### src/rtl/knn_host_sequencer.sv
`default_nettype none
// ============================================================================
// knn_host_sequencer : host register bridge that loads a query vector and k,
//                      starts the top-k core, guards it with a timeout and
//                      latches the result indices for readback.
// Revision 1.0
// ============================================================================
module knn_host_sequencer #(
  parameter  int DIM     = 4,
  parameter  int WIDTH   = 16,
  parameter  int K_MAX   = 8,
  parameter  int IDX_W   = 8,
  parameter  int ADDR_W  = 8,
  parameter  int TIMEOUT = 1000,
  localparam int KW      = $clog2(K_MAX + 1)
) (
  input  logic                          clk_in,
  input  logic                          rst_in,
  input  logic                          host_wr_in,
  input  logic                          host_rd_in,
  input  logic [ADDR_W-1:0]             host_addr_in,
  input  logic [WIDTH-1:0]              host_wdata_in,
  output logic [WIDTH-1:0]              host_rdata_out,
  output logic                          host_rvalid_out,
  output logic [DIM-1:0][WIDTH-1:0]     query_out,
  output logic [KW-1:0]                 k_out,
  output logic                          start_out,
  input  logic                          core_valid_in,
  input  logic [K_MAX-1:0][IDX_W-1:0]   core_result_in
);

  localparam int CW     = $clog2(TIMEOUT + 1);
  localparam int Q_BASE = 2;
  localparam int R_BASE = 2 + DIM;

  localparam logic [ADDR_W-1:0] A_CTRL   = ADDR_W'(0);
  localparam logic [ADDR_W-1:0] A_STATUS = ADDR_W'(1);
  localparam logic [CW-1:0]     C_LAST   = CW'(TIMEOUT - 1);
  localparam logic [CW-1:0]     C_SAT    = CW'(TIMEOUT);
  localparam logic [KW-1:0]     C_KMAX   = KW'(K_MAX);

  localparam logic [1:0] S_IDLE  = 2'd0;
  localparam logic [1:0] S_START = 2'd1;
  localparam logic [1:0] S_WAIT  = 2'd2;

  logic [1:0]                     state_q, state_d;
  logic [KW-1:0]                  k_q, k_d;
  logic [DIM-1:0][WIDTH-1:0]      query_q, query_d;
  logic [K_MAX-1:0][IDX_W-1:0]    result_q, result_d;
  logic                           done_q, done_d;
  logic                           error_q, error_d;
  logic [CW-1:0]                  cnt_q, cnt_d;
  logic [WIDTH-1:0]               rdata_q, rdata_d;
  logic                           rvalid_q, rvalid_d;

  logic                           busy;
  logic                           ctrl_wr;
  logic                           k_ok;
  logic                           timeout_hit;
  logic [KW-1:0]                  k_wr;

  assign k_wr        = host_wdata_in[KW-1:0];
  assign k_ok        = (k_wr != '0) && (k_wr <= C_KMAX);
  assign ctrl_wr     = host_wr_in && (host_addr_in == A_CTRL) && (state_q == S_IDLE);
  assign timeout_hit = (cnt_q == C_LAST);

  always_ff @(posedge clk_in or posedge rst_in) begin
    if (rst_in) begin
      state_q <= S_IDLE;
    end else begin
      state_q <= state_d;
    end
  end

  always_comb begin
    state_d = state_q;
    case (state_q)
      S_IDLE:  if (ctrl_wr && k_ok) state_d = S_START;
      S_START: state_d = S_WAIT;
      S_WAIT:  if (core_valid_in || timeout_hit) state_d = S_IDLE;
      default: state_d = S_IDLE;
    endcase
  end

  always_comb begin
    start_out = (state_q == S_START);
    busy      = (state_q != S_IDLE);
  end

  // Flags are cleared on the accepting write so STATUS is clean during START.
  always_comb begin
    k_d      = k_q;
    query_d  = query_q;
    result_d = result_q;
    done_d   = done_q;
    error_d  = error_q;
    cnt_d    = cnt_q;
    if (ctrl_wr) begin
      if (k_ok) begin
        k_d     = k_wr;
        done_d  = 1'b0;
        error_d = 1'b0;
      end else begin
        error_d = 1'b1;
      end
    end
    if (host_wr_in && !busy) begin
      for (int i = 0; i < DIM; i++) begin
        if (host_addr_in == ADDR_W'(Q_BASE + i)) query_d[i] = host_wdata_in;
      end
    end
    if (state_q == S_START) begin
      cnt_d   = '0;
      done_d  = 1'b0;
      error_d = 1'b0;
    end
    if (state_q == S_WAIT) begin
      if (core_valid_in) begin
        result_d = core_result_in;
        done_d   = 1'b1;
        error_d  = 1'b0;
      end else if (timeout_hit) begin
        error_d = 1'b1;
      end else if (cnt_q != C_SAT) begin
        cnt_d = cnt_q + CW'(1);
      end
    end
  end

  // Reads sample current register contents, so a same-cycle write is not seen.
  always_comb begin
    rdata_d  = '0;
    rvalid_d = host_rd_in;
    if (host_rd_in) begin
      if (host_addr_in == A_STATUS) rdata_d = WIDTH'({error_q, done_q, busy});
      for (int i = 0; i < DIM; i++) begin
        if (host_addr_in == ADDR_W'(Q_BASE + i)) rdata_d = query_q[i];
      end
      for (int j = 0; j < K_MAX; j++) begin
        if (host_addr_in == ADDR_W'(R_BASE + j)) rdata_d = WIDTH'(result_q[j]);
      end
    end
  end

  always_ff @(posedge clk_in or posedge rst_in) begin
    if (rst_in) begin
      k_q      <= '0;
      query_q  <= '0;
      result_q <= '0;
      done_q   <= 1'b0;
      error_q  <= 1'b0;
      cnt_q    <= '0;
      rdata_q  <= '0;
      rvalid_q <= 1'b0;
    end else begin
      k_q      <= k_d;
      query_q  <= query_d;
      result_q <= result_d;
      done_q   <= done_d;
      error_q  <= error_d;
      cnt_q    <= cnt_d;
      rdata_q  <= rdata_d;
      rvalid_q <= rvalid_d;
    end
  end

  assign host_rdata_out  = rdata_q;
  assign host_rvalid_out = rvalid_q;
  assign query_out       = query_q;
  assign k_out           = k_q;

endmodule
`default_nettype wire

### config.mk
export PLATFORM = sky130hd
export DESIGN_NAME = knn_host_sequencer
export DESIGN_NICKNAME = d
export VERILOG_FILES = /design/src/rtl/knn_host_sequencer.sv
export SDC_FILE = /design/constraint.sdc
export NUM_CORES = 1
export LEC_CHECK = 0
export CORE_ASPECT_RATIO = 2
export CORE_UTILIZATION = 45
export DETAILED_ROUTE_END_ITERATION = 7
export PLACE_DENSITY = 0.84
export SKIP_LAST_GASP = 1
export SLEW_MARGIN = 20
export SYNTH_ARGS = -nofsm -noshare
export SYNTH_HDL_FRONTEND = slang
export SYNTH_SLANG_ARGS = --single-unit
### constraint.sdc
create_clock -name clk_in -period 5.48 [get_ports clk_in]
set_input_delay 1.37 -clock clk_in [delete_from_list [all_inputs] [get_ports clk_in]]
set_output_delay 1.37 -clock clk_in [all_outputs]
set_load 0.01 [all_outputs]
Word level (Yosys, flattened, before mapping)
Index checks and enable logic that the tools add are counted.
W data, S select, Z words.
{"block": "word_totals", "reg_bits": 163, "in_bits": 93, "elab_cells": 91}
{"block": "op_classes", "n_addsub": 1, "magnitude_cmp": 1, "n_eq_ne": 19, "mux": 33, "n_reduce_logical": 18}
{"cell": "$mux W16", "count": 13}
{"cell": "$mux W10", "count": 5}
{"cell": "$eq A8 B4 Y1 const B", "count": 6}
{"cell": "$eq A8 B3 Y1 const B", "count": 4}
{"cell": "$eq A8 B2 Y1 const B", "count": 2}
{"cell": "$reduce_and A2 Y1", "count": 7}
{"cell": "$mux W1", "count": 11}
{"cell": "$add A10 B1 Y10 const B", "count": 1}
{"cell": "$eq A10 B10 Y1 const B", "count": 1}
{"cell": "$ne A10 B10 Y1 const B", "count": 1}
{"cell": "$eq A8 B1 Y1 const B", "count": 1}
{"cell": "$logic_not A8 Y1", "count": 1}
{"cell": "$pmux W2 S3", "count": 1}
{"cell": "$logic_and A1 B1 Y1", "count": 5}
{"cell": "$le A4 B4 Y1 const B", "count": 1}
{"cell": "$mux W2", "count": 2}
{"cell": "$reduce_bool A4 Y1", "count": 1}
{"cell": "$mux W3", "count": 1}
{"cell": "$eq A2 B1 Y1 const B", "count": 1}
{"cell": "$eq A2 B2 Y1 const B", "count": 1}
{"cell": "$logic_not A2 Y1", "count": 1}
{"cell": "$ne A2 B1 Y1 const B", "count": 1}
{"cell": "$ne A2 B2 Y1 const B", "count": 1}
{"cell": "$reduce_bool A2 Y1", "count": 1}
{"cell": "other kinds (2)", "count": 2}

Logic depth before layout (Yosys ltp)
Gate-level depths: netlist (run 1).
{"block": "depth", "ltp_word": 15, "ltp_mapped": 8, "mapped_depth_nobuf": 7}

Worst setup path after synthesis (run 1)
No wires, ideal clock.
{"block": "synth_timing", "path_kind": "in2reg", "start": "input port host_addr_in[7]", "end": "register query_q (netlist bit query_out[16])", "setup_time_ps": 125, "arrival_ps": 2950, "t_required_ps": 5355, "path_slack_ps": 2405, "stages": 7, "path_buffers": 2, "path_cell_list": "or4_1 buf_4 nor2_4 and3_4 nand3_4 buf_6 mux2_4"}
{"block": "synth_between", "elab_chain_cells": 2}
{"item": "start, declared", "line": "21", "text": "input logic [ADDR_W-1:0] host_addr_in,"}
{"item": "$eq A8 B2 Y1", "line": "109", "text": "if (host_addr_in == ADDR_W'(Q_BASE + i)) query_d[i] = host_wdata_in;"}
{"item": "$reduce_and A2 Y1 (no source line)"}
{"item": "end signal, assigned", "line": "157", "text": "query_q <= query_d;"}
{"item": "end, declared", "line": "48", "text": "logic [DIM-1:0][WIDTH-1:0] query_q, query_d;"}
No other way between the ends.
A chain may end at the register's enable or synchronous reset.

Final worst setup path (run 1)
{"block": "layout_timing", "start": "input port host_addr_in[7]", "end": "register query_q (netlist bit query_out[59])"}
{"block": "layout_between", "elab_chain_cells": 2}
{"item": "$eq A8 B3 Y1", "line": "109"}
{"item": "$reduce_and A2 Y1 (no source line)"}
No other way between the ends.

==> results of run 1 <==
==> cell usage after synthesis, drive strengths merged, types with 5 or more instances <==
cell and n:
nand4 6, mux2 141, nor2b 8, clkbuf 21, nor3 12, nand2b 15, a22o 6, a22oi 8
o21ai 13, o22ai 8, dfrtp 163, a21oi 18, mux2i 15, inv 10, buf 14, nand2 31
a32o 5, nor2 31, nand3 10
==> layout make-up <==
cell class,count,area [µm²]
fillers,1293,6231
clock inverters,14,153.9
flip-flops and latches,163,4079
multi-input cells,398,3328
inverters,10,41.29
well taps,204,255.2
clock buffers,17,425.4
repair buffers,185,1837
==> power breakdown <==
group	leakage (nW)	switching (mW)	internal [mW]
Sequential	2.14	0.0616	1.29
Combinational	2.06	0.158	0.199
Clock	0.289	0.510	0.676
Total	4.48	0.730	2.16
==> layer usage <==
layer / routed length, µm / part of all wire, %
met5: 0 / 0
met3: 1051 / 4.8
met2: 12320 / 56
met4: 747 / 3.4
met1: 7761 / 35
==> registers in the layout (all words and copies together), names as in the netlist <==
signal           flops
error_q              1
host_rdata_out      16
host_rvalid_out      1
cnt_q               10
k_out                4
done_q               1
query_out           64
result_q            64
state_q              2
==> stage by stage <==
step / total power, mW / utilization, % / instance area [µm²]
after floorplan: 1.536 / - / 7601
final: 2.895 / 61.89 / 10120
after global routing: 3.002 / 61.89 / 10120
after CTS: 2.920 / 61.89 / 10120
after global placement: 1.718 / 58.35 / 9540
after detailed placement: 1.730 / 58.35 / 9540
==> cell usage in the layout, fill, tap and decap left out, types with 5 or more instances in the layout <==
cell / count
sky130_fd_sc_hd__mux2i_1: 15
sky130_fd_sc_hd__nor2_1: 29
sky130_fd_sc_hd__o21ai_0: 12
sky130_fd_sc_hd__a21oi_1: 18
sky130_fd_sc_hd__clkbuf_16: 17
sky130_fd_sc_hd__a22o_1: 6
sky130_fd_sc_hd__nor2b_1: 8
sky130_fd_sc_hd__o22ai_1: 8
sky130_fd_sc_hd__nand2_1: 28
sky130_fd_sc_hd__nand3_1: 9
sky130_fd_sc_hd__buf_4: 6
sky130_fd_sc_hd__nand2b_1: 15
sky130_fd_sc_hd__mux2_2: 131
sky130_fd_sc_hd__inv_6: 5
sky130_fd_sc_hd__a22oi_1: 8
sky130_fd_sc_hd__clkdlybuf4s50_1: 176
sky130_fd_sc_hd__a32o_1: 5
sky130_fd_sc_hd__dfrtp_1: 163
sky130_fd_sc_hd__nand4_1: 5
sky130_fd_sc_hd__mux2_4: 10
sky130_fd_sc_hd__inv_1: 9
sky130_fd_sc_hd__nor3_1: 12
==> worst paths after layout <==
check	cells past startpoint	slack [ns]	endpoint	start
worst max-delay path	5	1.82	query_out[59]$_DFFE_PP0P_	host_addr_in[7]
worst min-delay path	1	0.49	cnt_q[8]$_DFF_PP0_	cnt_q[8]$_DFF_PP0_
worst max register to register	3	3.01	query_out[59]$_DFFE_PP0P_	state_q[0]$_DFFE_PP0P_
worst min register to register	1	0.49	cnt_q[8]$_DFF_PP0_	cnt_q[8]$_DFF_PP0_
max in group asynchronous	3	3.28	query_out[47]$_DFFE_PP0P_	rst_in
min in group asynchronous	3	1.47	result_q[16]$_DFFE_PP0P_	rst_in
==> kinds of logic after synthesis <==
kind of cell             count (synthesis)  synth area share [%]
adder cells (fa/ha/maj)                  2                0.3293
multiplexers                           158                 23.96
AO/OA/AOI/OAI                          104                 9.898
flip-flops                             163                 53.69
AND/OR/NAND/NOR                        130                 9.042
buffers and inverters                   45                 2.619
XOR/XNOR                                 4                0.4612
==> results by stage, run 1 <==
Timing:
- After layout, the worst setup slack is between 1.5 and 2 ns.
- Setup repair after global routing left no endpoint under its margin.
- The final hold violation count is 0.
- The final count of pins violating max slew is 0.
- The setup skew after layout is approximately 0.0063 ns.
- The final critical path takes up 66.77% of the cycle.
- The worst hold margin is between 0.4 and 0.5 ns.
- Counting I/O delays and the setup requirement, the final critical path takes about 3.7 ns.
- The slew at the pin closest to its max-slew limit is about 0.95 ns.
- Based on the critical path, the design can be clocked at up to ~270 MHz.
- The normalized max-slew margin is between 30% and 40%.
- The summed negative setup slack over all endpoints is 0 ns.
- Setup violations remaining at the end of the flow were counted as 0.

CTS:
- No sink is reached through more buffers than the 2 on the longest clock path.
- Once the clock tree was built, the resizer swapped 0 gates to a different size.
- The root cell of the clock tree is sky130_fd_sc_hd__clkbuf_16.
- The insertion delay of the later-clocked pin in the worst-skew pair is about 0.43 ns.
- The clock input transition at the sequential cells of the worst setup and hold paths is about 0.06 ns.
- The H-tree was split into 4 levels.
- The total clock buffers created by CTS is 17.
- The buffers inserted during post-CTS setup optimization is 0.
- In this run, post-CTS hold repair placed 0 buffers.
- The TritonCTS clock tree is built.
- CTS saw approximately 160 sinks.

Detailed routing:
- The number of nets with antenna violations after routing is 0.
- The count of unresolved DRC violations after routing is 0.
- For this block, the via count after detailed routing is 5,771.
- The number of DRC violations after detailed-routing iteration 0 is 389.
- Dividing the detail-routed wire length by the instance count gives 22.08 µm.
- The pre-antenna-repair detailed-routing pass consisted of 7 iterations.
- In the routed layout, each cell is associated on average with a via count of between 5 and 6.
- The routed design has 21.88 mm of wire.

Pwr:
- The maximum ir drop on the vdd rail is between 0.2 and 0.25 mV.
- The leakage power total is roughly 4.5 nW.
- Power spread over the standard cell area amounts to approximately 290 nW/µm².

Floorplan:
- The number of I/O pins is ~180.
- Once the floorplan was initialized, standard cells occupied between 40% and 50% of the core.
- After floorplanning, the core was divided into 66 placement rows.
- In this run the standard cell core region covers about 16,000 µm².
- The die covers 17,440 µm².
- The die height is about 190 µm.
- The horizontal die dimension is 93.88 µm.

Critical path:
- At the worst endpoint, the required time is around 5.8 ns.
- The data arrival time of the worst path is 3.96 ns.
- The cell type group with the largest total delay on the critical path is simple AND/OR/NAND/NOR gates.
- The peak per-stage delay on the critical path is ~0.76 ns.
- The number of buffers and inverters on the critical path is 1.
- The highest fanout seen on the critical path is 16.
- The worst setup path is of the in2reg kind.
- The signal on the critical path passes through clkdlybuf4s50_1, or4_1, nor2_4, nand4_2, mux2_2.
- The cell type of the slowest stage on the worst timing path is sky130_fd_sc_hd__or4_1.
- The worst setup path is launched from an input pin.
- The kind of capture point of the worst setup path is a register.

Hold path:
- The worst hold path belongs to the class reg2reg.

Yosys:
- After synthesis, the cell types taking the most area are sky130_fd_sc_hd__dfrtp_1 (54%), sky130_fd_sc_hd__mux2_2 (19%), sky130_fd_sc_hd__mux2_4 (2.0%).
- Summed over its instances, the top area cell type makes up ~54% of the synthesized netlist area.
- After technology mapping, the gate count stands at approximately 610.
- In this run, synthesis produced a sequential element count of 163.
- The area of the mapped netlist is about 7600 µm².
- The most area-hungry cell type in the Yosys netlist is sky130_fd_sc_hd__dfrtp_1.
- The number of nets in the synthesized netlist is between 700 and 800.
- A synthesized cell averages 12.54 µm².
- The unique cell type count in the Yosys netlist is 62.
- The register area share after synthesis is between 50% and 60%.
- The synthesized design contains 0 enable-type register cells.
- For this run, the leading register cell type out of synthesis is sky130_fd_sc_hd__dfrtp_1.
- The number of warnings issued by yosys is 0.
- After synthesis, the share of flip-flops with an asynchronous set or reset is 100.0%.

GRT:
- After global routing, the most crowded layer is met2.
- The via count of the first global-routing pass was about 6,000.
- Global routing consumed, on the met1 layer, between 20% and 30% of the routing resources.
- The met3 global-route usage is 3.962%.
- For met2 alone, demand over resource in global routing was approximately half.
- The residual overflow from global routing is 0.
- The initial antenna violation count was 0.
- The first global-routing pass estimated 33.70 mm of wire.
- The total global-route track usage is 26.22%.
- The pin count of the biggest net entering global routing is 164.

Final layout:
- The total number of nets in the final design is 870.
- The final instance count without filler cells is around 990.
- The post-synthesis to final-layout area growth is 33.20%.
- Of the cells placed in the final design, the portion with a size suffix greater than 1 is between 20 and 25%.
- The repair_antennas step left the layout with diodes totalling 0.

Outcome:
- The flow ran to the end, and the final reports show no timing, DRC or antenna violations.

Place:
- Input and output buffers added on the ports amount to around 180.
- Before CTS, the worst setup slack after placement is around 1.4 ns.
- The number of instances in the placed design is 960.
- The wire-length estimate of the detail-placed layout is approximately 16 mm.
- At the end of routability-driven placement, the weighted congestion stood at 0.8349.

Job:
- The tool flagged a number of max-cap violations equal to 0.
Note: power is estimated with default switching activity, not from simulation.
==> run 2: changes to the inputs <==
CORE_UTILIZATION = 50   (was 45)
PLACE_DENSITY = 0.88   (was 0.84)
clock period = 3.4 ns   (was 5.48 ns; I/O delays follow)
==> results by stage, run 2 (same netlist as run 1, synthesis figures left out) <==
GRT:
- The total global-route track usage is a little under a third.
- The pin count of the biggest net entering global routing is 68.
- The residual overflow from global routing is 0.
- The initial antenna violation count is 0.
- The via count of the first global-routing pass is roughly 6,600.
- The global-route wire length before repair is about 35 mm.

CTS:
- The number of gates resized after CTS was 0.
- The buffers inserted during post-CTS setup optimization is 0.
- The clock passes through at most 2 buffers.
- TritonCTS built the clock tree.
- The total number of clock tree sinks is about 160.
- For the worst-skew pair, the clock arrives at the later sink with an insertion delay of ~0.43 ns.
- The root cell of the clock tree is sky130_fd_sc_hd__clkbuf_16.
- The deepest level of the CTS H-tree is 4.
- The total clock buffers created by CTS is 17.
- After clock tree synthesis, the clock-pin slew on the worst setup and hold paths is ~0.060 ns.
- The hold-fix buffer count after cts is 0.

Floorplan:
- The die height is ~180 µm.
- The number of I/O pins is 179.
- The floorplan step defined a core boundary enclosing between 10,000 and 15,000 µm².
- The initialized floorplan defines between 60 and 70 standard-cell rows.
- The die is 89.16 µm wide.
- The die covers roughly 16,000 µm².
- The initial core utilization is a little over 50%.

Detailed routing:
- The via-per-instance ratio is about 6.
- The number of nets with antenna violations after routing is 0.
- In the final routed layout, each cell accounts on average for between 20 and 25 µm.
- The number of DRC violations after detailed-routing iteration 0 is between 500 and 600.
- After detailed routing, the number of remaining DRC violations is 0.
- The first TritonRoute pass finished after 6 iterations.
- The routed via count is 6,115.
- Wires add up to ~23 mm.

Critical path:
- STA puts the critical path data required time at 2.55 ns.
- The data arrival time of the worst path is a little under 2 ns.
- The critical path buffer and inverter count is 2.
- Along the worst path, the maximum fanout reaches 10.
- Traced cell by cell, the critical path runs through nand2b_1, inv_1, clkdlybuf4s50_1.
- STA classifies the critical path endpoint as a primary output.
- The class of the most critical setup path is reg2out.
- The peak per-stage delay on the critical path is between 0.5 and 0.6 ns.
- The nature of the critical path startpoint is a register.
- The largest individual stage delay along the critical path comes from the cell sky130_fd_sc_hd__clkdlybuf4s50_1.
- The cell family contributing the most delay on the critical path is buffers and inverters.

Timing:
- Setup violations remaining at the end of the flow were counted as 0.
- For the pin with the worst max-slew slack, the measured transition is approximately 0.86 ns.
- The worst hold margin is between 0.4 and 0.5 ns.
- Setup repair after global routing left no endpoint under its margin.
- Counting I/O delays and the setup requirement, the final critical path takes roughly 2.8 ns.
- The peak clock frequency supported by timing is 355.5 MHz.
- On the final layout, the worst clock skew is slightly above 0.009 ns.
- The normalized max-slew margin is between 40% and 50%.
- The final hold violation count was 0.
- Setup total negative slack on the finished layout was measured at 0 ns.
- The final count of pins violating max slew came to 0.
- The final worst-path cycle share is 82.73%.

Place:
- The port buffer count is roughly 180.
- Detailed placement ended at an HPWL of about 17 mm.
- Including well taps, the total number of placed cells is approximately 970.
- The placer's final routability congestion estimate is 0.9431.

Final layout:
- The core utilization of the finished layout is between 60% and 70%.
- The finished layout holds 1,005 standard cells, fillers aside.
- The most frequent standard cell in the layout excluding fill and tap cells is sky130_fd_sc_hd__clkdlybuf4s50_1.
- The post-synthesis to final-layout area growth is 36.08%.
- The post-route netlist has 26.67% of its cells at a drive strength greater than 1.
- The total number of nets in the final design is approximately 890.
- Leaving out fill and tap cells, the most frequent cells in the layout are sky130_fd_sc_hd__clkdlybuf4s50_1 (177), sky130_fd_sc_hd__dfrtp_1 (163), sky130_fd_sc_hd__mux2_2 (131), sky130_fd_sc_hd__nor2_1 (29), sky130_fd_sc_hd__nand2_1 (28).
- The total inserted antenna cells is 0.

Pwr:
- The post-layout total power is ~4.8 mW.
- The total power divided by cell area is 461.1 nW/µm².
- In this run the static leakage power is around 4.6 nW.
- The maximum ir drop on the vdd rail is between 0.3 and 0.4 mV.

Hold path:
- The worst min-delay path class is reg2reg.

Job:
- The count of max-cap constraint violations is 0.

Outcome:
- The flow ran to the end, and the final reports show no timing, DRC or antenna violations.
## run 2: changes by cell type in the layout (fill, tap and decap cells not counted), moves of 2 or more
cell,previous run,this run
sky130_fd_sc_hd__buf_12,1,3
sky130_fd_sc_hd__buf_4,6,26
sky130_fd_sc_hd__clkinv_4,4,2
sky130_fd_sc_hd__clkinvlp_4,1,4
## run 2: metal layers
metal,vias to the layer above,global-route usage [%],wire length (µm)
met2,321,54.71,12760
met1,3075,31.14,7305
met5,-,0,0
met3,98,5.563,1125
met4,0,19.58,1393
li1,2621,-,-
## run 2: worst paths after layout
check / depth (start not counted) / startpoint / slack (ns) / endpoint
setup reg to reg: 5 / state_q[0]$_DFFE_PP0P_ / 1.41 / cnt_q[7]$_DFF_PP0_
setup / recovery: 3 / state_q[1]$_DFFE_PP0P_ / 0.59 / start_out
hold reg to reg: 1 / result_q[46]$_DFFE_PP0P_ / 0.50 / result_q[46]$_DFFE_PP0P_
hold / removal: 1 / result_q[46]$_DFFE_PP0P_ / 0.50 / result_q[46]$_DFFE_PP0P_
max in group asynchronous: 3 / rst_in / 1.81 / host_rdata_out[3]$_DFF_PP0_
min in group asynchronous: 2 / rst_in / 0.84 / query_out[4]$_DFFE_PP0P_
## run 2: report_power, final
| part | internal, mW | switching, mW |
|---|---|---|
| combinational | 0.336 | 0.261 |
| sequential | 2.08 | 0.107 |
| clock | 1.18 | 0.802 |
## run 2: cell type report
class / count / area, µm²
Multi-Input combinational cell: 398 / 3328
Clock inverter: 14 / 175.2
Inverter: 10 / 41.29
Timing Repair Buffer: 207 / 2032
Sequential cell: 163 / 4079
Tap cell: 195 / 244.0
Fill cell: 1047 / 4481
Clock buffer: 18 / 439.2
## run 2: per-stage QoR
step,setup slack (ns),cell area (µm²)
final,0.5871,10340
after global routing,0.5001,10340
after CTS,0.5544,10340
after detailed placement,0.3043,9724
after global placement,0.3443,9724
after floorplan,0.4792,7601
